## src/rtl/instr_encoder.sv

```systemverilog
// instr_encoder: builds 32-bit ARM instruction words (DP, MEM, BRANCH) from
// field inputs and streams legal words out through a small FIFO.
// Ports:
//   clk, reset (sync, active-low), flush (sync clear of FIFO and address)
//   in_valid/in_ready + op, cond, funct, rn, rd, src2, imm24 : request stream
//   out_valid/out_ready + out_instr, out_addr : encoded word stream
//   err_pulse, err_count : illegal-request reporting
//   word_count : words accepted into the FIFO (wraps)
module instr_encoder #(
    parameter int unsigned DEPTH     = 2,
    parameter logic [31:0] BASE_ADDR = 32'h0000_0000
) (
    input  logic        clk,
    input  logic        reset,
    input  logic        flush,
    input  logic        in_valid,
    output logic        in_ready,
    input  logic [1:0]  op,
    input  logic [3:0]  cond,
    input  logic [5:0]  funct,
    input  logic [3:0]  rn,
    input  logic [3:0]  rd,
    input  logic [11:0] src2,
    input  logic [23:0] imm24,
    output logic        out_valid,
    input  logic        out_ready,
    output logic [31:0] out_instr,
    output logic [31:0] out_addr,
    output logic        err_pulse,
    output logic [7:0]  err_count,
    output logic [15:0] word_count
);

    localparam int AW = (DEPTH > 1) ? $clog2(DEPTH) : 1;
    localparam logic [AW:0] FULL_CNT = (AW+1)'(DEPTH);

    logic [31:0]   mem_instr [DEPTH];
    logic [31:0]   mem_addr  [DEPTH];
    logic [AW-1:0] rd_ptr;
    logic [AW-1:0] wr_ptr;
    logic [AW-1:0] rd_next;
    logic [AW:0]   count;
    logic [AW:0]   count_next;
    logic [31:0]   next_addr;
    logic [31:0]   word;
    logic          illegal;
    logic          accept;
    logic          push;
    logic          pop;

    assign in_ready  = (count != FULL_CNT);
    assign out_valid = (count != '0);
    assign accept    = in_valid & in_ready;
    assign push      = accept & ~illegal & ~flush;
    assign pop       = out_valid & out_ready;

    always_comb begin
        illegal = 1'b0;
        if (op == 2'b11)
            illegal = 1'b1;
        else if (op == 2'b10 && !funct[5])
            illegal = 1'b1;
        else if (op == 2'b00 && funct[4:3] == 2'b10 && !funct[0])
            illegal = 1'b1;
        else if (op == 2'b01 && funct[2])
            illegal = 1'b1;
    end

    always_comb begin
        if (op == 2'b10)
            word = {cond, 2'b10, funct[5:4], imm24};
        else
            word = {cond, op, funct, rn, rd, src2};
    end

    always_comb begin
        rd_next    = rd_ptr + AW'(pop);
        count_next = count + (AW+1)'(push) - (AW+1)'(pop);
    end

    // Storage carries no reset; validity is tracked by count alone.
    always_ff @(posedge clk) begin
        if (reset && push) begin
            mem_instr[wr_ptr] <= word;
            mem_addr[wr_ptr]  <= next_addr;
        end
    end

    always_ff @(posedge clk) begin
        if (!reset) begin
            rd_ptr     <= '0;
            wr_ptr     <= '0;
            count      <= '0;
            next_addr  <= BASE_ADDR;
            out_instr  <= '0;
            out_addr   <= '0;
            err_pulse  <= 1'b0;
            err_count  <= '0;
            word_count <= '0;
        end else if (flush) begin
            rd_ptr    <= '0;
            wr_ptr    <= '0;
            count     <= '0;
            next_addr <= BASE_ADDR;
            err_pulse <= 1'b0;
        end else begin
            if (push) begin
                wr_ptr     <= wr_ptr + AW'(1);
                next_addr  <= next_addr + 32'd4;
                word_count <= word_count + 16'd1;
            end
            rd_ptr    <= rd_next;
            count     <= count_next;
            err_pulse <= accept & illegal;
            if (accept && illegal && err_count != 8'hFF)
                err_count <= err_count + 8'd1;
            // Head registers: take the new word directly when it lands in an
            // empty slot at the head; hold the last value when draining empty.
            if (count_next != '0) begin
                if (push && rd_next == wr_ptr) begin
                    out_instr <= word;
                    out_addr  <= next_addr;
                end else begin
                    out_instr <= mem_instr[rd_next];
                    out_addr  <= mem_addr[rd_next];
                end
            end
        end
    end

endmodule

```

## config.mk

```make
export PLATFORM = sky130hd
export DESIGN_NAME = instr_encoder
export DESIGN_NICKNAME = d
export VERILOG_FILES = /design/src/rtl/instr_encoder.sv
export SDC_FILE = /design/constraint.sdc
export NUM_CORES = 1
export LEC_CHECK = 0
export BUFFER_PORTS_ARGS = -buffer_cell sky130_fd_sc_hd__buf_2
export CELL_PAD_IN_SITES_DETAIL_PLACEMENT = 1
export CELL_PAD_IN_SITES_GLOBAL_PLACEMENT = 1
export CORE_ASPECT_RATIO = 0.6
export CORE_UTILIZATION = 40
export CTS_CLUSTER_DIAMETER = 80
export DETAILED_ROUTE_END_ITERATION = 16
export PLACE_DENSITY_LB_ADDON = 0.1
export SLEW_MARGIN = 20
export SYNTH_ARGS = -nofsm -noshare
export SYNTH_HDL_FRONTEND = slang
export SYNTH_SLANG_ARGS = --single-unit
```

## constraint.sdc

```tcl
create_clock -name clk -period 6.6 [get_ports clk]
set_input_delay 0.99 -clock clk [delete_from_list [all_inputs] [get_ports clk]]
set_output_delay 0.99 -clock clk [all_outputs]
set_load 0.005 [all_outputs]
```

==> flow_metrics.tcl, run 1 <==
set metrics [dict create \
    reg2reg_from "count[1]" \
    rsz0062_at_grt "false" \
    num_vias 7049 \
    dp_hpwl_microns 15300 \
    grt_pass1_wl_microns 39200 \
    fin_cells 1308 \
    grt_pass1_vias 6804 \
    antenna_found_initial 0 \
    synth_top_family_by_area "simple AND/OR/NAND/NOR gates" \
    status "finished, final reports clean" \
    p_per_area_nw_per_um2 284 \
    fin_util_pct 49.4 \
    synth_seq_cells 245 \
    irDropWorstVdd_uv 170 \
    yosys-mux-area-fraction_pct 2.98 \
    gp_congestion 0.731 \
    dr.pass1.iters 4 \
    clkTransAtPathRegs_ns 0.06 \
    fin_crit_ns 4.22 \
    grt.total_usage_pct 20.1 \
    synth_ff_type "edfxtp_1" \
    yosysSeqAreaShare_pct 63.0 \
    cts_setup_buffers 0 \
    synth.largest_area_cell "edfxtp_1" \
    end_kind "flip-flop" \
    synthTopCellsByCount "nand2_1, edfxtp_1, dfxtp_1" \
    synth-xor-area-share_pct 3.37 \
    synth_compound_area_share_pct 12.5 \
    coreArea_sq_um 23500 \
    p_leak_nw 4.57 \
    yosysWarnings 0 \
    clkLatencyLatePin_ns 0.51 \
    drt_iter0_drc 443 \
    synth_edf_count 124 \
    vias_per_cell 5.39 \
    worstRegToRegCells 14 \
    die_y_microns 123 \
    overflow 0 \
    ant_nets 0 \
    start_util_pct 41.5 \
    cts_tree "done" \
    die_w_microns 204 \
    drive_gt1_share_pct 23.3 \
    max-cap-violations 0 \
    critPathKind "input pin to flip-flop" \
    cts_hold_buf 0 \
    clockRootBuffer "clkbuf_16" \
    synth_area_leaders "edfxtp_1, dfxtp_1, a221o_1" \
    areaGrowthSynthToFinish_pct 19.0 \
    critPathArrivalTime_ns 4.66 \
    required_ns 7.05 \
    grt_max_degree 64 \
    ctsResizeCount 0 \
    place_inst 1262 \
    synthAdderAreaFrac_pct 0.641 \
    synth_top_area_share_pct 38.2 \
    holdPathStages 1 \
    numPortBuffers 149 \
    rows 43 \
    hold_violations 0 \
    drcViolationCount 0 \
    hold_path_end "out_addr[13]" \
    worstReg2RegEnd "out_instr[21]" \
    path_max_fanout 48 \
    maxSlewViolCount 0 \
    cts_max_level 1 \
    cts_made_buffers 25 \
    startpoint_type "input pin" \
    yosys.area_share.simple_pct 14.6 \
    netlist_area_sq_um 9760 \
    clock_path_buffers 3 \
    timing.fmax_mhz 237 \
    setup_tns_ns 0 \
    syn_inst 840 \
    min_from "out_addr[13]" \
    async_flop_share_pct 0 \
    cts_sinks 245 \
    wl_per_cell_microns 19.2 \
    hold_class "flip-flop to flip-flop" \
    die-area_sq_um 25000 \
    postSynthAreaPerCell_sq_um 11.6 \
    synth_cell_types 45 \
    rrSetupSlack_ns 2.73 \
    setup_viol 0 \
    worst_clock_skew_ns 0.00862 \
    period_share_pct 63.9 \
    tightest_slew_ns 0.931 \
    nets 1040 \
    wl_microns 25200 \
    max-slew-margin-rel_pct 37.9 \
    yosysMostFrequentCell "nand2_1" \
    num_io_pins 152 \
]
state kept, by name, indices dropped and copies added, names as in the netlist:
name and count:
count 2, err_count 8, err_pulse 1, mem_addr 60
mem_instr 64, next_addr 30, out_addr 30, out_instr 32
rd_ptr 1, word_count 16, wr_ptr 1
kinds of logic (layout without fill, tap and decap cells):
logic type,count (synthesis),count (layout)
mux,26,26
other cells,1,3
fa+ha+maj,5,5
simple gates,293,293
flops,245,245
buf+inv,60,211
xor+xnor,36,36
compound gates,174,174
how the worst max path moves through the flow:
stage,start,endpoint,cells after the start
2_1_floorplan,op[1],mem_addr[0][10],4
3_3_place_gp,op[1],out_instr[12],14
3_5_place_dp,op[1],out_instr[14],14
4_1_cts,op[1],out_instr[21],14
5_1_grt,op[1],out_instr[21],14
6_report,op[1],out_instr[21],14
cell usage in the layout, fill, tap and decap left out, types with 10 or more instances in the layout:
cell	count
buf_4	10
and2_1	19
mux2_2	24
dfxtp_1	121
edfxtp_1	124
nor2_1	22
buf_2	149
a21oi_1	82
xnor2_1	22
a221o_1	62
o21ai_0	17
nand4_1	17
xor2_1	11
or3_1	15
clkbuf_16	25
nand3_1	20
nand2_1	149
worst max-delay path, stage by stage:
cell and delay (ns):
buf_2 0.14, or4b_4 0.54, o211ai_1 0.21, buf_4 0.27, nor2_2 0.11, inv_1 0.21, ha_1 0.26, inv_1 0.06
ha_1 0.14, xnor3_1 0.25, a21oi_1 0.31, nor4b_4 0.28, buf_4 0.60, a221o_1 0.27
report_power, final:
group / internal, W / switching [W]
Combinational: 0.0000762 / 0.000109
Clock: 0.000884 / 0.000578
Sequential: 0.00163 / 0.0000196
area by class of cell:
| class | instances | area [sq um] |
|---|---|---|
| fillers | 2523 | 11900 |
| flip-flops and latches | 245 | 6150 |
| multi-input cells | 536 | 3380 |
| repair buffers | 159 | 821 |
| clock buffers | 32 | 682 |
| well taps | 315 | 394 |
| clock inverters | 13 | 163 |
| inverters | 7 | 26.3 |
| diodes | 1 | 2.50 |
routing by layer:
layer	global-route usage, %	vias up	share of wire (%)
met1	31.3	3527	52
li1	-	3366	-
met2	29.8	133	43
met5	0	-	0
met4	3.43	0	1.1
met3	2.98	23	3.9
metrics by stage:
stage	setup slack, ns	hold WS [ns]	area [sq um]	total power, W
2_1_floorplan	0.237	0.458	9760	0.00179
3_3_place_gp	1.97	0.465	10800	0.00187
3_5_place_dp	1.87	0.470	10800	0.00187
4_1_cts	2.38	0.485	11600	0.00333
5_1_grt	2.18	0.496	11600	0.00341
6_report	2.38	0.477	11600	0.00330
(Power assumes the default switching activity.)
==> run 2, diff against run 1 <==
==> constraint.sdc (replaced) <==
create_clock -name clk -period 3.6 [get_ports clk]
set_input_delay 0.54 -clock clk [delete_from_list [all_inputs] [get_ports clk]]
set_output_delay 0.54 -clock clk [all_outputs]
set_load 0.005 [all_outputs]
==> run 2 against run 1 <==
  * Critical endpoint is now out_addr[9]
  * Critical path depth is 1 lower
  * Design area is 1.5% higher
  * Power is 81% higher
  * Clock skew is 0.0034 ns higher
  * Highest routed layer unchanged
  * Largest cell class unchanged
  * Via count is 0.71% higher
==> flow_metrics.tcl, run 2 (synthesis results as in run 1) <==
set metrics [dict create \
    status "finished, final reports clean" \
    gp_congestion 0.771 \
    cts_sinks 245 \
    cts_tree "done" \
    worstReg2RegEnd "out_addr[9]" \
    required_ns 4.05 \
    largest-register "mem_instr" \
    timing.fmax_mhz 332 \
    cts_setup_buffers 0 \
    worst_clock_skew_ns 0.0121 \
    grt.total_usage_pct 20.7 \
    die_y_microns 123 \
    holdPathStages 1 \
    maxSlewViolCount 0 \
    max-cap-violations 0 \
    ctsResizeCount 0 \
    areaGrowthSynthToFinish_pct 20.8 \
    irDropWorstVdd_uv 319 \
    holdWs_ns 0.241 \
    hold_class "input pin to flip-flop" \
    antenna_cells 0 \
    rrSetupSlack_ns 0.70 \
    dpl_worst_slack_ns 0.0849 \
    cts_hold_buf 0 \
    clock_path_buffers 3 \
    die_w_microns 204 \
    overflow 0 \
    path_max_fanout 24 \
    nets 1055 \
    numPortBuffers 149 \
    cp_slowest_stage_delay_ns 0.55 \
    cts_max_level 1 \
    setup_viol 0 \
    wl_microns 25500 \
    setup_tns_ns 0 \
    cp_slowest_cell "or4b_4" \
    max-slew-margin-rel_pct 44.7 \
    grt_pass1_vias 7110 \
    drcViolationCount 0 \
    cts_made_buffers 24 \
    worstRegToRegCells 13 \
    critPathKind "input pin to flip-flop" \
    critPathTopFamily "simple AND/OR/NAND/NOR gates" \
    path_buf_inv 4 \
    ant_nets 0 \
    p_per_area_nw_per_um2 507 \
    largest_reg_flops 64 \
    dp_hpwl_microns 16300 \
    critPathArrivalTime_ns 3.45 \
    drt_iter0_drc 291 \
    antenna_found_initial 0 \
    fin_util_pct 50.1 \
    coreArea_sq_um 23500 \
    setup_ws_ns 0.592 \
    start_util_pct 41.5 \
    clockRootBuffer "clkbuf_16" \
    hold_violations 0 \
    clkLatencyLatePin_ns 0.51 \
    grt_pass1_wl_microns 40300 \
    fin_crit_ns 3.01 \
    period_share_pct 83.6 \
    die-area_sq_um 25000 \
    vias_per_cell 5.37 \
    end_kind "flip-flop" \
    rows 43 \
    crit_chain "buf_2, or4b_4, o211ai_1, nor2_2, inv_1, ha_1, inv_1, ha_1, xnor3_1, a21oi_1, nor4b_4, buf_4, a221o_1" \
    clkTransAtPathRegs_ns 0.06 \
    dr.pass1.iters 4 \
    mostFrequentLayoutCells "nand2_1, buf_2, edfxtp_1" \
    wl_per_cell_microns 19.3 \
    largestRegisters "mem_instr x64, mem_addr x60, out_instr x32" \
    rsz0062_at_grt "false" \
    grt_max_degree 50 \
    tightest_slew_ns 0.824 \
    drive_gt1_share_pct 24.5 \
    hold_path_end "mem_instr[0][28]" \
    num_io_pins 152 \
    num_vias 7099 \
    startpoint_type "input pin" \
    reg2reg_from "count[1]" \
    p_leak_nw 4.66 \
    min_from "cond[0]" \
]
==> run 2: cell count changes in the layout (fill, tap and decap cells not counted), sizes merged <==
| cell | delta |
|---|---|
| clkinv | -2 |
| diode | -1 |
| clkinvlp | +1 |
| clkbuf | +2 |
| bufinv | -1 |
| buf | +16 |
| inv | -1 |
==> run 2: cell type report <==
class / count / area (sq um)
Fill cell: 2515 / 11700
Sequential cell: 245 / 6150
Multi-Input combinational cell: 536 / 3380
Timing Repair Buffer: 175 / 1030
Clock buffer: 34 / 679
Tap cell: 315 / 394
Clock inverter: 10 / 134
Inverter: 7 / 26.3
==> run 2: metal layers <==
metal	wire length (microns)	GRT usage, %	part of all wire (%)
met5	0	0	0
met4	451	4.56	1.8
met1	13200	31.3	52
met3	846	2.74	3.3
met2	11000	31.4	43
==> run 2: how the worst max path moves through the flow <==
| stage | start | endpoint | slack, ns | depth (start not counted) |
|---|---|---|---|---|
| after detailed placement | op[1] | out_instr[3] | 0.08 | 13 |
| after CTS | op[1] | out_addr[9] | 0.61 | 13 |
| after floorplan | op[1] | out_addr[31] | 0.15 | 14 |
| after global placement | op[1] | out_addr[14] | 0.16 | 13 |
| final | op[1] | out_addr[9] | 0.59 | 13 |
| after global routing | op[1] | out_instr[31] | 0.47 | 13 |
==> run 2: stage by stage <==
step	power, W	cells	instance area (sq um)
2_1_floorplan	0.00327	841	9770
3_3_place_gp	0.00344	1278	11000
3_5_place_dp	0.00345	1278	11000
4_1_cts	0.00604	1322	11800
5_1_grt	0.00620	1322	11800
6_report	0.00598	1322	11800
==> run 2: power by group <==
part	switching (W)	internal (W)
Combinational	0.000206	0.000156
Clock	0.00105	0.00154
Sequential	0.0000363	0.00299
==> run 3, diff against run 2 <==
==> constraint.sdc (replaced) <==
create_clock -name clk -period 2.9 [get_ports clk]
set_input_delay 0.435 -clock clk [delete_from_list [all_inputs] [get_ports clk]]
set_output_delay 0.435 -clock clk [all_outputs]
set_load 0.005 [all_outputs]
==> run 3 against run 2 <==
  * Combinational power up 33%
  * Wire length up 3.0%
  * Utilization up 1.0 points
  * Final cell count up 1.5%
  * Largest cell class unchanged
  * Global-route usage up 0.41 points
  * Sequential power up 24%
  * First-iteration DRC count up 64%
  * Setup slack worse by 0.52 ns
  * Via count up 1.1%
  * Die area unchanged
  * Worst hold slack worse by 0.12 ns
  * Clock skew up 0.0027 ns
  * Largest power group unchanged
==> flow_metrics.tcl, run 3 (synthesis results as in run 1) <==
set metrics [dict create \
    status "finished, final reports clean" \
    p_per_area_nw_per_um2 615 \
    cts_sinks 245 \
    clock_path_buffers 3 \
    antenna_found_initial 0 \
    rsz0062_at_grt "true" \
    cts_tree "done" \
    clkTransAtPathRegs_ns 0.07 \
    setup_ws_ns 0.0726 \
    place_area_sq_um 11200 \
    grt_pass1_wl_microns 40800 \
    maxSlewViolCount 0 \
    clkLatencyLatePin_ns 0.53 \
    vias_per_cell 5.35 \
    drcViolationCount 0 \
    use_met1_pct 31.7 \
    path_max_fanout 9 \
    antenna_cells 0 \
    grt_pass1_vias 7123 \
    grt_max_degree 53 \
    overflow 0 \
    critPathKind "input pin to flip-flop" \
    timing.fmax_mhz 354 \
    min_from "cond[0]" \
    grt.total_usage_pct 21.1 \
    num_vias 7180 \
    dp_hpwl_microns 16900 \
    start_util_pct 41.5 \
    hold_violations 0 \
    cts_made_buffers 24 \
    num_io_pins 152 \
    die_w_microns 204 \
    fill_cells 2537 \
    areaGrowthSynthToFinish_pct 23.3 \
    largest-register "mem_instr" \
    worstRegToRegCells 14 \
    largest_reg_flops 64 \
    busiest_layer "met2" \
    grtUsageMet3_pct 3.40 \
    stdcell_area_sq_um 12000 \
    critPathArrivalTime_ns 3.30 \
    rows 43 \
    dr.pass1.iters 4 \
    irDropWorstVdd_uv 393 \
    cts_max_level 1 \
    tightest_slew_ns 0.603 \
    drive_gt1_share_pct 26.6 \
    drt_iter0_drc 476 \
    wl_microns 26200 \
    cts_hold_buf 0 \
    reg2reg_from "count[1]" \
    startpoint_type "input pin" \
    gp_congestion 0.809 \
    max-slew-margin-rel_pct 59.4 \
    hold_path_end "mem_instr[0][28]" \
    max-cap-violations 0 \
    coreArea_sq_um 23500 \
    setup_viol 0 \
    worstReg2RegEnd "out_instr[4]" \
    final_common_cell "buf_2" \
    holdPathStages 1 \
    nets 1075 \
    rrSetupSlack_ns 0.13 \
    die-area_sq_um 25000 \
    hold_class "input pin to flip-flop" \
    numPortBuffers 149 \
    p_total_w 0.00740 \
    fin_crit_ns 2.83 \
    ant_nets 0 \
    clockRootBuffer "clkbuf_16" \
    required_ns 3.37 \
    largestRegisters "mem_instr x64, mem_addr x60, out_instr x32" \
    end_kind "flip-flop" \
    mostFrequentLayoutCells "buf_2, nand2_1, edfxtp_1" \
    period_share_pct 97.5 \
    dpl_worst_slack_ns -0.461 \
    wl_per_cell_microns 19.6 \
    worst_clock_skew_ns 0.0148 \
    die_y_microns 123 \
    p_leak_nw 4.79 \
    use_met2_pct 31.9 \
]
-- run 3: changes by cell type in the layout (fill, tap and decap cells not counted), sizes merged --
cell / before / now
buf: 175 / 194
clkinv: 6 / 11
clkbuf: 34 / 32
bufinv: 3 / 2
clkinvlp: 1 / 0
-- run 3: worst max-delay path by stage --
stage,slack [ns],cells past startpoint,to,from
after global routing,-0.01,15,out_addr[15],op[1]
final,0.07,15,out_instr[4],op[1]
after detailed placement,-0.46,15,out_instr[18],op[1]
after floorplan,-0.27,14,out_addr[31],op[1]
after global placement,-0.39,15,out_instr[14],op[1]
after CTS,0.02,14,out_instr[15],count[1]
-- run 3: per-layer routing --
metal	wire length [microns]	part of all wire, %
met1	13600	52
met2	11200	43
met3	1010	3.9
met4	442	1.7
met5	0	0
-- run 3: report_power, final --
| group | switching (W) | internal, W | leakage (nW) |
|---|---|---|---|
| Clock | 0.00134 | 0.00183 | 0.395 |
| Combinational | 0.000266 | 0.000215 | 2.27 |
| Sequential | 0.0000439 | 0.00371 | 2.12 |
-- run 3: worst max-delay path, cell delays in order --
cell	delay [ns]
buf_2	0.11
or4b_4	0.57
o211ai_1	0.19
buf_4	0.16
nor2_4	0.04
inv_2	0.05
ha_1	0.22
inv_1	0.05
ha_1	0.14
xnor3_2	0.30
a21oi_4	0.22
nor4b_4	0.31
buf_6	0.21
clkbuf_16	0.17
a221o_1	0.13
-- run 3: what timing repair did --
item,CTS,global route
buffers inserted,0,0
endpoints found under the setup margin,51,61
cloned,0,1
gates resized for setup,1,8
pin swaps,0,2
-- run 3: through the flow --
stage                     util (%)  hold slack, ns  instances  TNS [ns]
after floorplan                  -           0.458        841    -17.05
after global placement        47.5           0.467       1297    -22.39
after detailed placement      47.5           0.468       1297    -26.16
after CTS                     50.9           0.107       1341         0
after global routing          51.2           0.122       1342   -0.0264
final                         51.2           0.123       1342         0
-- run 3: final cells by class --
| class | instances | area (sq um) | share of cell area (%) |
|---|---|---|---|
| well taps | 315 | 394 | 3.28 |
| repair buffers | 195 | 1270 | 10.5 |
| clock inverters | 13 | 114 | 0.947 |
| clock buffers | 31 | 678 | 5.64 |
| inverters | 7 | 26.3 | 0.218 |
| multi-input cells | 536 | 3400 | 28.3 |
| flip-flops and latches | 245 | 6150 | 51.1 |
